[src/rtl/riscv_pkg.sv]
// riscv_pkg: shared encodings for the multicycle RISC-V control path
package riscv_pkg;

    typedef enum logic [3:0] {
        S_FETCH, S_DECODE, S_MEMADR, S_MEMREAD, S_MEMWB, S_MEMWRITE,
        S_EXEC_R, S_EXEC_I, S_ALUWB, S_BRANCH, S_JAL, S_JALR, S_JALR2,
        S_LUI, S_HALT
    } state_t;

    typedef enum logic [1:0] {ALUOP_ADD = 2'b00, ALUOP_SUB = 2'b01, ALUOP_FUNCT = 2'b10} alu_op_t;

    localparam logic [6:0] OP_LOAD   = 7'b0000011;
    localparam logic [6:0] OP_STORE  = 7'b0100011;
    localparam logic [6:0] OP_R      = 7'b0110011;
    localparam logic [6:0] OP_I      = 7'b0010011;
    localparam logic [6:0] OP_BRANCH = 7'b1100011;
    localparam logic [6:0] OP_JAL    = 7'b1101111;
    localparam logic [6:0] OP_JALR   = 7'b1100111;
    localparam logic [6:0] OP_LUI    = 7'b0110111;

    localparam logic [1:0] SRCA_PC    = 2'b00;
    localparam logic [1:0] SRCA_OLDPC = 2'b01;
    localparam logic [1:0] SRCA_RD1   = 2'b10;
    localparam logic [1:0] SRCA_ZERO  = 2'b11;

    localparam logic [1:0] SRCB_RD2  = 2'b00;
    localparam logic [1:0] SRCB_IMM  = 2'b01;
    localparam logic [1:0] SRCB_FOUR = 2'b10;

    localparam logic [1:0] RES_ALUOUT    = 2'b00;
    localparam logic [1:0] RES_DATA      = 2'b01;
    localparam logic [1:0] RES_ALURESULT = 2'b10;

    localparam logic [2:0] IMM_I = 3'b000;
    localparam logic [2:0] IMM_S = 3'b001;
    localparam logic [2:0] IMM_B = 3'b010;
    localparam logic [2:0] IMM_J = 3'b011;
    localparam logic [2:0] IMM_U = 3'b100;

    localparam logic [2:0] ALU_ADD = 3'b000;
    localparam logic [2:0] ALU_SUB = 3'b001;
    localparam logic [2:0] ALU_AND = 3'b010;
    localparam logic [2:0] ALU_OR  = 3'b011;
    localparam logic [2:0] ALU_XOR = 3'b100;
    localparam logic [2:0] ALU_SLT = 3'b101;
    localparam logic [2:0] ALU_SLL = 3'b110;
    localparam logic [2:0] ALU_SR  = 3'b111;

    function automatic logic [2:0] imm_src(input logic [6:0] op);
        return op == OP_STORE  ? IMM_S :
               op == OP_BRANCH ? IMM_B :
               op == OP_JAL    ? IMM_J :
               op == OP_LUI    ? IMM_U : IMM_I;
    endfunction

endpackage

[src/rtl/alu_decoder.sv]
// alu_decoder: ALU operation from ALUOp and instruction fields; aluflag marks unsigned slt / arithmetic shift
module alu_decoder
    import riscv_pkg::*;
(
    input  logic       op5,
    input  logic [2:0] funct3,
    input  logic       funct7b5,
    input  alu_op_t    alu_op,
    output logic [2:0] alu_control,
    output logic       aluflag
);

    logic [2:0] funct_ctl;

    // funct3-driven operation for R/I-type instructions
    always_comb begin
        funct_ctl = funct3 == 3'b000 ? ((op5 & funct7b5) ? ALU_SUB : ALU_ADD) :
                    funct3 == 3'b001 ? ALU_SLL :
                    funct3 == 3'b100 ? ALU_XOR :
                    funct3 == 3'b101 ? ALU_SR  :
                    funct3 == 3'b110 ? ALU_OR  :
                    funct3 == 3'b111 ? ALU_AND : ALU_SLT;
        alu_control = alu_op == ALUOP_ADD ? ALU_ADD :
                      alu_op == ALUOP_SUB ? ALU_SUB : funct_ctl;
        aluflag = (alu_op == ALUOP_FUNCT) & ((funct3 == 3'b011) | ((funct3 == 3'b101) & funct7b5));
    end

endmodule

[src/rtl/mc_controller.sv]
// mc_controller: Moore FSM sequencing the shared multicycle RISC-V datapath
module mc_controller
    import riscv_pkg::*;
(
    input  logic       clk,
    input  logic       reset,
    input  logic [6:0] op,
    input  logic [2:0] funct3,
    input  logic       funct7b5,
    input  logic       Zero,
    input  logic       ALUR31,
    input  logic       mem_ready,
    output logic       mem_req,
    output logic       MemWrite,
    output logic       AdrSrc,
    output logic       IRWrite,
    output logic       PCWrite,
    output logic       RegWrite,
    output logic [1:0] ALUSrcA,
    output logic [1:0] ALUSrcB,
    output logic [1:0] ResultSrc,
    output logic [2:0] ImmSrc,
    output logic [2:0] ALUControl,
    output logic       aluflag,
    output logic       instr_done,
    output logic       halted
);

    state_t  state_q, state_d;
    alu_op_t alu_op;
    logic    req_c, mw_c, irw_c, pcw_c, rw_c, done_c;
    logic    br_legal, br_taken;

    // beq/bne/blt/bge all have funct3[1]=0; funct3[0] inverts the condition
    assign br_legal = ~funct3[1];
    assign br_taken = (funct3[2] ? ALUR31 : Zero) ^ funct3[0];

    // state register; reset restarts at FETCH
    always_ff @(posedge clk) begin
        state_q <= reset ? S_FETCH : state_d;
    end

    // next-state logic; memory states hold until mem_ready
    always_comb begin
        state_d = state_q;
        case (state_q)
            S_FETCH:    state_d = mem_ready ? S_DECODE : S_FETCH;
            S_DECODE:   state_d = (op == OP_LOAD || op == OP_STORE) ? S_MEMADR :
                                  op == OP_R      ? S_EXEC_R :
                                  op == OP_I      ? S_EXEC_I :
                                  op == OP_BRANCH ? S_BRANCH :
                                  op == OP_JAL    ? S_JAL    :
                                  op == OP_JALR   ? S_JALR   :
                                  op == OP_LUI    ? S_LUI    : S_HALT;
            S_MEMADR:   state_d = op[5] ? S_MEMWRITE : S_MEMREAD;
            S_MEMREAD:  state_d = mem_ready ? S_MEMWB : S_MEMREAD;
            S_MEMWRITE: state_d = mem_ready ? S_FETCH : S_MEMWRITE;
            S_MEMWB:    state_d = S_FETCH;
            S_EXEC_R:   state_d = S_ALUWB;
            S_EXEC_I:   state_d = S_ALUWB;
            S_ALUWB:    state_d = S_FETCH;
            S_BRANCH:   state_d = br_legal ? S_FETCH : S_HALT;
            S_JAL:      state_d = S_ALUWB;
            S_JALR:     state_d = S_JALR2;
            S_JALR2:    state_d = S_ALUWB;
            S_LUI:      state_d = S_ALUWB;
            default:    state_d = S_HALT;
        endcase
    end

    // output decode from current state plus handshake and ALU flags
    always_comb begin
        req_c     = 1'b0;
        mw_c      = 1'b0;
        irw_c     = 1'b0;
        pcw_c     = 1'b0;
        rw_c      = 1'b0;
        done_c    = 1'b0;
        AdrSrc    = 1'b0;
        ALUSrcA   = SRCA_PC;
        ALUSrcB   = SRCB_RD2;
        ResultSrc = RES_ALUOUT;
        alu_op    = ALUOP_ADD;
        case (state_q)
            S_FETCH: begin
                req_c     = 1'b1;
                ALUSrcB   = SRCB_FOUR;
                ResultSrc = RES_ALURESULT;
                irw_c     = mem_ready;
                pcw_c     = mem_ready;
            end
            S_DECODE: begin
                ALUSrcA = SRCA_OLDPC;
                ALUSrcB = SRCB_IMM;
            end
            S_MEMADR, S_JALR: begin
                ALUSrcA = SRCA_RD1;
                ALUSrcB = SRCB_IMM;
            end
            S_MEMREAD: begin
                req_c  = 1'b1;
                AdrSrc = 1'b1;
            end
            S_MEMWB: begin
                ResultSrc = RES_DATA;
                rw_c      = 1'b1;
                done_c    = 1'b1;
            end
            S_MEMWRITE: begin
                req_c  = 1'b1;
                mw_c   = 1'b1;
                AdrSrc = 1'b1;
                done_c = mem_ready;
            end
            S_EXEC_R, S_EXEC_I: begin
                ALUSrcA = SRCA_RD1;
                ALUSrcB = state_q == S_EXEC_I ? SRCB_IMM : SRCB_RD2;
                alu_op  = ALUOP_FUNCT;
            end
            S_ALUWB: begin
                rw_c   = 1'b1;
                done_c = 1'b1;
            end
            S_BRANCH: begin
                ALUSrcA = SRCA_RD1;
                alu_op  = ALUOP_SUB;
                pcw_c   = br_legal & br_taken;
                done_c  = br_legal;
            end
            S_JAL, S_JALR2: begin
                ALUSrcA = SRCA_OLDPC;
                ALUSrcB = SRCB_FOUR;
                pcw_c   = 1'b1;
            end
            S_LUI: begin
                ALUSrcA = SRCA_ZERO;
                ALUSrcB = SRCB_IMM;
            end
            default: ;
        endcase
    end

    assign mem_req    = req_c  & ~reset;
    assign MemWrite   = mw_c   & ~reset;
    assign IRWrite    = irw_c  & ~reset;
    assign PCWrite    = pcw_c  & ~reset;
    assign RegWrite   = rw_c   & ~reset;
    assign instr_done = done_c & ~reset;
    assign halted     = (state_q == S_HALT) & ~reset;
    assign ImmSrc     = imm_src(op);

    alu_decoder u_alu_decoder (
        .op5        (op[5]),
        .funct3     (funct3),
        .funct7b5   (funct7b5),
        .alu_op     (alu_op),
        .alu_control(ALUControl),
        .aluflag    (aluflag)
    );

endmodule

[config.mk]
export PLATFORM = sky130hd
export DESIGN_NAME = mc_controller
export DESIGN_NICKNAME = d
export VERILOG_FILES = /design/src/rtl/riscv_pkg.sv /design/src/rtl/alu_decoder.sv /design/src/rtl/mc_controller.sv
export SDC_FILE = /design/constraint.sdc
export NUM_CORES = 1
export LEC_CHECK = 0
export CAP_MARGIN = 20
export CORE_MARGIN = 1
export CORE_UTILIZATION = 25
export CTS_CLUSTER_SIZE = 25
export DETAILED_ROUTE_END_ITERATION = 10
export PLACE_DENSITY = 0.59
export SYNTH_ARGS = -nofsm -noshare
export SYNTH_HDL_FRONTEND = slang
export SYNTH_HIERARCHICAL = 1
export SYNTH_SLANG_ARGS = --single-unit
[constraint.sdc]
create_clock -name clk -period 1.3 [get_ports clk]
set_input_delay 0.195 -clock clk [delete_from_list [all_inputs] [get_ports clk]]
set_output_delay 0.195 -clock clk [all_outputs]
set_load 0.1 [all_outputs]
== Yosys cells after proc, flatten, opt, wreduce, memory -nomap -nowiden ==
Index checks and enable logic that the tools add are counted.
Storage, ports and cells
  register bits: 4
  logic and storage cells: 99
  input bits: 16
Operators by class
  mux-type cells: 39
  reduce and logical (&&, ||, !) cells: 14
  bitwise gates (word level): 15
  eq/ne operators: 30
Operator list (number)
  $mux W3: 18
  $pmux W4 S9: 1
  $eq A4 B4 Y1 const B: 7
  $eq A7 B6 Y1 const B: 3
  $eq A7 B7 Y1 const B: 3
  $eq A4 B3 Y1 const B: 4
  $mux W4: 4
  $eq A3 B3 Y1 const B: 4
  $pmux W2 S3: 2
  $and A1 B1 Y1: 11
  $reduce_or A5 Y1: 2
  $mux W1: 9
  $reduce_or A3 Y1: 3
  $eq A4 B2 Y1 const B: 2
  $pmux W2 S2: 2
  $reduce_or A2 Y1: 4
  $eq A7 B2 Y1 const B: 1
  $eq A7 B5 Y1 const B: 1
  $pmux W1 S3: 2
  $eq A4 B1 Y1 const B: 1
  $logic_not A4 Y1: 1
  $reduce_or A4 Y1: 1
  $eq A3 B1 Y1 const B: 1
  $eq A3 B2 Y1 const B: 1
  other kinds (9): 10

== Logic depth before layout (Yosys ltp) ==
Gate-level depths: netlist of run 1.
  depth in word-level cells: 9
  gate-level depth with buffers: 6

== Hierarchy ==
The synthesis of run 1 kept the hierarchy.
Modules (own cells, without submodules)
  mc_controller: area an instance 719.4 um^2, times used 1, cells each 104, seq. area each 80.1 um^2
  alu_decoder: area an instance 91.3 um^2, times used 1, cells each 16, seq. area each 0.0 um^2

== Worst setup path before layout of run 1 ==
OpenSTA, ideal clock, no wires.
  path kind: register -> output
  start: register state_q[0]
  end: output port IRWrite
  stages on the path, launching flop included: 6
  arrival time: 3.781 ns
  setup slack: -2.676 ns
  path buffers: 1
  required time: 1.105 ns
  cell sequence: dfxtp_1 > buf_6 > inv_2 > nand2_1 > nor3_1 > and3b_1
Between the ends
  word-level cells in the longest chain between the ends: 3
RTL lines
  start, declared: line mc_controller.sv:29  | state_t state_q, state_d;
  start signal, assigned: line mc_controller.sv:40  | state_q <= reset ? S_FETCH : state_d;
  $logic_not A4 Y1: line mc_controller.sv:84  | case (state_q)
  $mux W1: line mc_controller.sv:84
  $and A1 B1 Y1: line mc_controller.sv:145  | assign IRWrite = irw_c & ~reset;
  end, declared: line mc_controller.sv:16  | output logic IRWrite,
No other way between the ends.

== Worst setup path after layout of run 1 ==
  start: register state_q[2]
  end: output port ALUControl[0]
Between the ends
  word-level cells in the longest chain between the ends: 6
RTL lines
  $eq A4 B3 Y1: line mc_controller.sv:84
  $reduce_or A2 Y1: line mc_controller.sv:84
  $pmux W2 S2 (*): line mc_controller.sv:84
  net alu_op[1]: line mc_controller.sv:30  | alu_op_t alu_op;
  $eq A2 B1 Y1: line alu_decoder.sv:24  | alu_op == ALUOP_SUB ? ALU_SUB : funct_ctl;
  $mux W3: line alu_decoder.sv:24
  $mux W3 (*): line alu_decoder.sv:23  | alu_control = alu_op == ALUOP_ADD ? ALU_ADD :
  end, declared: line mc_controller.sv:23  | output logic [2:0] ALUControl,
The timed path passes the listed nets; every way through them passes the cells marked *.

==> key figures, run 1 <==
Setup path
  • CP Max Fanout: 8
  • CP Launch Type: flop
  • R2R cell count: 7
  • CP endpoint kind: primary output
  • Critical Path AT: roughly 1.5 ns
  • Data required, critical path: roughly 1.1 ns
  • Crit path kind: reg2out

Clock network
  • Clock Path Buffers: 2
  • Clock sink count: 4
  • CTS tree: built
  • Worst skew pair latency: 0.24 ns
  • Clock transition at the registers of the reported paths: around 0.040 ns
  • Clk root buf: clkbuf_4
  • Total CTS buffers: 3
  • CTS HTree Levels: 1

Floorplanning
  • DIE AREA: ~3500 sq um
  • Core ar.: 3050 sq um
  • I/O pins: 37
  • Starting Density: 26.6%
  • Row Count: 20
  • Die H: between 50 and 60 um
  • Die width: approximately 59 um

Layout
  • Largest regs: state_q: 4 flops
  • Register area: approximately 93 sq um
  • Reg with most FFs: state_q
  • Inserted Diodes: 0
  • Nets: around 230
  • Share of layout cells above drive strength 1: between 70% and 80%
  • Multi-input gate area: between 1000 and 1500 sq um
  • Max FFs per register: 4
  • Fill cells: 210
  • P&R area growth vs syn: 192%

STA
  • Final Slew Violations: 0
  • Worst-margin pin slew: around 0.29 ns
  • Setup-failing EPs final: 23
  • Final min period: 1.73 ns
  • Worst clock skew: between 0.007 and 0.008 ns
  • Hold WS: 0.441 ns
  • Max-slew headroom: ~81%
  • Period utilization: 133%
  • RSZ-0062 raised after global routing: yes
  • Final hold violation count: 0
  • Fmax: 577 MHz
  • Setup ws final: -0.432 ns

Pwr
  • Power share of the combinational group: a little over four fifths
  • Part of the power in registers: under 10%
  • Total power per unit cell area: just under 900 nW/um^2
  • Leak: about 0.94 nW
  • Portion of total power attributed to the clock network: slightly below 8%
  • Switching Share: between 50 and 60%
  • Int Pwr: 1.02 mW
  • VDD IR max: 0.855 mV
  • Total Power: 2.10 mW
  • P_sw: 1.08 mW

Drt
  • Routed wire length per instance: 14.7 um
  • DRC: 2
  • Drt initial violations: 60
  • Via Count: ~1300
  • DRT Pass-1 Iters: 8
  • Via density: a little over 5
  • Remaining antenna violation count: 0
  • Drt total wl: around 3700 um

Status
  • Failing checks: DRC, setup timing
  • Status: finished, violations left

Synth
  • Main synth FF type: dfxtp_1
  • Ys async rst share: 0%
  • Yosys cell types: between 40 and 50
  • Synth Area per Inst: approximately 6.8 sq um
  • EDFF count, synth: 0
  • Synth top area share: about 9.9%
  • Seq cells post-synth: 4
  • Sequential fraction of the synthesis area: around a tenth
  • Ranking of synthesized cells by area: dfxtp_1 9.9%, nand2_1 6.5%, nor2_1 5.6%
  • Area leader, netlist: dfxtp_1
  • Synthesized cell area: 811 sq um
  • Mapped Cells: 120
  • Syn Nets: about 140
  • Yosys warning total: 6

Global routing
  • Vias in the first global route: around 1200
  • Overflow after GRT: 0
  • First-pass GRT wire length: around 5700 um
  • Initial antenna violation count: 0
  • Largest net degree at the start of global routing: 15
  • GRT Total Usage: a little over a fifth

Min path
  • WHS Path Cells: 5
  • HP Class: in2reg

Placement
  • GP Congestion: just over 0.8
  • PortBufs: 36
  • DP HPWL: 2530 um

Flow run
  • Max-Cap Viols: 0
==> final timing paths <==
path / from / endpoint / slack, ns
worst max-delay path: state_q[2] / ALUControl[0] / -0.43
worst min-delay path: op[5] / state_q[1] / 0.44
worst max register to register: state_q[1] / state_q[0] / -0.32
worst min register to register: state_q[3] / state_q[1] / 0.75
==> cells in the mapped netlist (4+ instances only) <==
| cell | number |
|---|---|
| nand2_1 | 14 |
| nor2_1 | 12 |
| a21oi_1 | 4 |
| inv_1 | 5 |
| nor3_1 | 8 |
| o21ai_0 | 5 |
| dfxtp_1 | 4 |
==> layout by cell type, fill, tap and decap left out, types with 4 or more instances in the layout <==
cell type,n
buf_4,39
nor2_4,6
buf_12,23
nor3_4,6
clkdlybuf4s50_1,4
nand2_1,9
buf_6,22
==> per-layer routing <==
| layer | GRT usage [%] | wire length (um) | vias to the layer above |
|---|---|---|---|
| met5 | 0 | 0 | - |
| met4 | 6.46 | 67 | 0 |
| met3 | 3.52 | 139 | 8 |
| met2 | 38.0 | 2100 | 49 |
| met1 | 26.0 | 1430 | 627 |
| li1 | - | - | 623 |
==> critical path, cell delays in order, from the launching register on <==
cell and delay (ns):
dfxtp_4 0.37, buf_12 0.14, nand2_4 0.06, nor2_4 0.15, buf_6 0.12, nor2_2 0.04
a41oi_4 0.20, buf_12 0.20
==> power by group through the flow <==
stage          sequential (mW)  combinational (mW)  clock, mW
3_5_place_dp             0.161                1.50          0
2_1_floorplan            0.154               0.950          0
4_1_cts                  0.167                1.64      0.164
5_1_grt                  0.172                1.84      0.174
6_report                 0.169                1.77      0.161
3_3_place_gp             0.161                1.49          0
==> area by class of cell <==
cell class,count,area share [%]
Timing Repair Buffer,96,47.4
Multi-Input combinational cell,101,43.8
Sequential cell,4,3.92
Tap cell,44,2.33
Inverter,6,1.69
Clock buffer,3,0.952
==> logic make-up (layout without fill, tap and decap cells) <==
family | Yosys count | count (layout) | share of synthesized area, %
AO/OA/AOI/OAI | 35 | 35 | 31.6
XOR/XNOR | 4 | 4 | 4.32
buffers and inverters | 15 | 105 | 10.6
flip-flops | 4 | 4 | 9.88
multiplexers | 3 | 3 | 3.70
AND/OR/NAND/NOR | 59 | 59 | 39.8
==> metrics by stage <==
stage / instances / TNS, ns / util, % / setup WS [ns] / area [sq um]
floorplan: 120 / -8.45 / - / -0.854 / 1090
global placement: 234 / -6.68 / 63.9 / -0.510 / 1950
detailed placement: 234 / -7.05 / 63.9 / -0.552 / 1950
CTS: 247 / -6.59 / 71.5 / -0.420 / 2180
global route: 254 / -8.10 / 77.5 / -0.479 / 2360
finish: 254 / -6.78 / 77.5 / -0.432 / 2360
==> repair_timing <==
item | CTS | global route
buffers inserted | 12 | 10
hold buffers | 0 | 0
pin swaps | 24 | 22
setup endpoints to repair | 25 | 25
gates resized for setup | 76 | 34
cloned | 0 | 0
Note: power is estimated with default switching activity, not from simulation.
==> inputs of run 2 (changes only) <==
- PLACE_DENSITY: 0.59 -> 0.66
==> run 2 against run 1 <==
The run ends with setup timing left. Critical endpoint is now PCWrite. Via count shrank 1.5%. Worst setup slack gained 0.057 ns. Global-route usage grew 1.9 points. Sequential cell count is the same. First-iteration DRC count shrank 63%. Clock skew shrank 0.0063 ns. Hold slack lost 0.044 ns.
==> key figures, run 2 (same netlist as run 1, synthesis figures left out) <==
Clock network
  • Cts hold-fix bufs: 0 (unchanged)
  • Clock Path Buffers: 2 (unchanged)
  • CTS tree: built
  • Clk root buf: clkbuf_4
  • Clock transition at the registers of the reported paths: 0.04 ns (about the same)
  • CTS HTree Levels: 1 (unchanged)
  • Clock sink count: 4 (unchanged)
  • Worst skew pair latency: 0.23 ns (about the same)
  • Total CTS buffers: 3 (unchanged)

Layout
  • Largest regs: state_q: 4 flops
  • Post-route cell area: 2330 sq um (-1.3%)
  • Fill cells: 209 (-0.48%)
  • Finished Core Util: 76.4% (-1.0 points)
  • Most common cell after layout, fill and taps aside: buf_4
  • Nets: 226 (-0.88%)
  • Fin cells: 252 (-0.79%)
  • Reg with most FFs: state_q
  • Inserted Diodes: 0 (unchanged)
  • Commonest cells after routing, fill and taps aside: 40 x buf_4, 23 x buf_12, 19 x buf_6
  • Share of layout cells above drive strength 1: 71.6% (-1.7 points)
  • P&R area growth vs syn: 188%
  • Max FFs per register: 4 (unchanged)

Placement
  • PortBufs: 36 (unchanged)
  • GP Congestion: 0.872 (+7.7%)
  • Placed cell area: 1970 sq um (+1.0%)
  • Placed insts: 235 (+0.43%)
  • DP HPWL: 2540 um (+0.55%)
  • Pre-CTS setup slack: -0.535 ns (+0.0179 ns)

STA
  • Max-slew headroom: 81.0% (+0.31 points)
  • Setup ws final: -0.375 ns (+0.0572 ns)
  • Period utilization: 129% (-4.4 points)
  • RSZ-0062 raised after global routing: yes
  • Worst-margin pin slew: 0.284 ns (-0.00442 ns)
  • Final Slew Violations: 0 (unchanged)
  • Final min period: 1.68 ns (-0.0572 ns)
  • Final hold violation count: 0 (unchanged)
  • Fmax: 597 MHz (+3.4%)
  • Setup-failing EPs final: 23 (unchanged)
  • Worst clock skew: 0.00139 ns (-0.00633 ns)

Pwr
  • Total power per unit cell area: 880 nW/um^2 (-0.95%)
  • Power share of the combinational group: 84.4% (about the same)
  • Switching Share: 51.3% (+0.13 points)
  • Int Pwr: 999 uW (-2.5%)
  • Leak: 0.920 nW (-2.2%)
  • P_sw: 1.05 mW (-2.0%)
  • VDD IR max: 0.398 mV (-53%)
  • Part of the power in registers: 8.3% (+0.2 points)
  • Portion of total power attributed to the clock network: 7.3% (-0.4 points)
  • Total Power: 2.05 mW (-2.3%)

Flow run
  • Max-Cap Viols: 0 (unchanged)

Drt
  • DRT Pass-1 Iters: 4 (-4)
  • Via density: 5.11 (-0.75%)
  • Via Count: 1287 (-1.5%)
  • Drt total wl: 3760 um (+0.48%)
  • DRC: 0 (-2)
  • Routed wire length per instance: 14.9 um (+1.3%)
  • Drt initial violations: 22 (-63%)
  • Remaining antenna violation count: 0 (unchanged)

Setup path
  • CP Launch Type: flop
  • CP Max Fanout: 4 (-4)
  • Worst Path Buf+Inv: 1 (-2)
  • Critical-path top delay cell: dfxtp_4
  • Cell Chain, Critical Path: xor2_2, a32o_2, a32oi_2, nor2_4, buf_12
  • Critical Path AT: 1.48 ns (-0.06 ns)
  • Crit-path leading delay family: compound AO/OA/AOI/OAI gates
  • Max incr delay on CP: 0.36 ns (about the same)
  • Data required, critical path: 1.11 ns (about the same)
  • Crit path kind: reg2out
  • CP endpoint kind: primary output

Floorplanning
  • Starting Density: 26.6% (unchanged)
  • I/O pins: 37 (unchanged)
  • Die H: 59.0 um (unchanged)
  • Die width: 59.0 um (unchanged)
  • Row Count: 20 (unchanged)
  • DIE AREA: 3480 sq um (unchanged)
  • Core ar.: 3050 sq um (unchanged)

Global routing
  • First-pass GRT wire length: 6070 um (+6.6%)
  • Met2 Resource Use GR: 46.6% (+8.6 points)
  • Gr busiest metal: met2
  • Overflow after GRT: 0 (unchanged)
  • M3 GR Usage: 2.20% (-1.3 points)
  • Vias in the first global route: 1299 (+4.5%)
  • Global Route met1 Usage: 25.3% (-0.67 points)
  • GRT Total Usage: 23.2% (+1.9 points)
  • Largest net degree at the start of global routing: 14 (-1)
  • Initial antenna violation count: 0 (unchanged)

Status
  • Failing checks: setup timing
  • Status: finished, violations left

Min path
  • HP Class: in2reg
run 2: worst register-to-register path, cell delays in order (launching register included):
cell       delay (ns)
dfxtp_4          0.35
buf_6            0.13
buf_4            0.13
buf_6            0.11
and2_4           0.14
buf_6            0.13
a2111oi_4        0.19
o21ai_1          0.12
a21oi_1          0.16
run 2: final timing paths:
check                                start         end  slack, ns  cells after the start
worst max register to register  state_q[1]  state_q[0]      -0.26                      8
worst min-delay path                 op[4]  state_q[2]       0.40                      3
worst max-delay path            state_q[2]     PCWrite      -0.38                      5
worst min register to register  state_q[3]  state_q[1]       0.72                      3
run 2: repair_timing:
action,CTS,global route
endpoints found under the setup margin,25,25
pin swaps,28,22
buffers inserted,14,5
gates resized for setup,77,27
run 2: per-stage QoR:
step           hold WS (ns)  TNS (ns)
2_1_floorplan         0.369     -8.45
3_3_place_gp          0.657     -6.38
3_5_place_dp          0.668     -7.01
4_1_cts               0.480     -6.30
5_1_grt               0.419     -7.12
6_report              0.397     -6.10
run 2: final cells by class:
type / count / area [sq um] / area share (%)
inverters: 6 / 45.0 / 1.93
well taps: 44 / 55.1 / 2.36
clock buffers: 3 / 22.5 / 0.965
repair buffers: 94 / 1090 / 46.7
flip-flops and latches: 4 / 95.1 / 4.08
multi-input cells: 101 / 1030 / 44.0
run 2: per-layer routing:
metal,part of all wire [%],routed length [um],vias to the layer above
met3,3.1,115,6
met4,1.1,40,0
met5,0,0,-
li1,-,-,618
met1,38,1440,624
met2,58,2160,39
run 2: power groups by stage:
| stage | combinational, mW | clock [mW] | sequential, mW |
|---|---|---|---|
| 3_5_place_dp | 1.52 | 0 | 0.161 |
| 5_1_grt | 1.80 | 0.162 | 0.174 |
| 6_report | 1.73 | 0.150 | 0.171 |
| 4_1_cts | 1.66 | 0.154 | 0.168 |
| 3_3_place_gp | 1.49 | 0 | 0.160 |
| 2_1_floorplan | 0.950 | 0 | 0.154 |
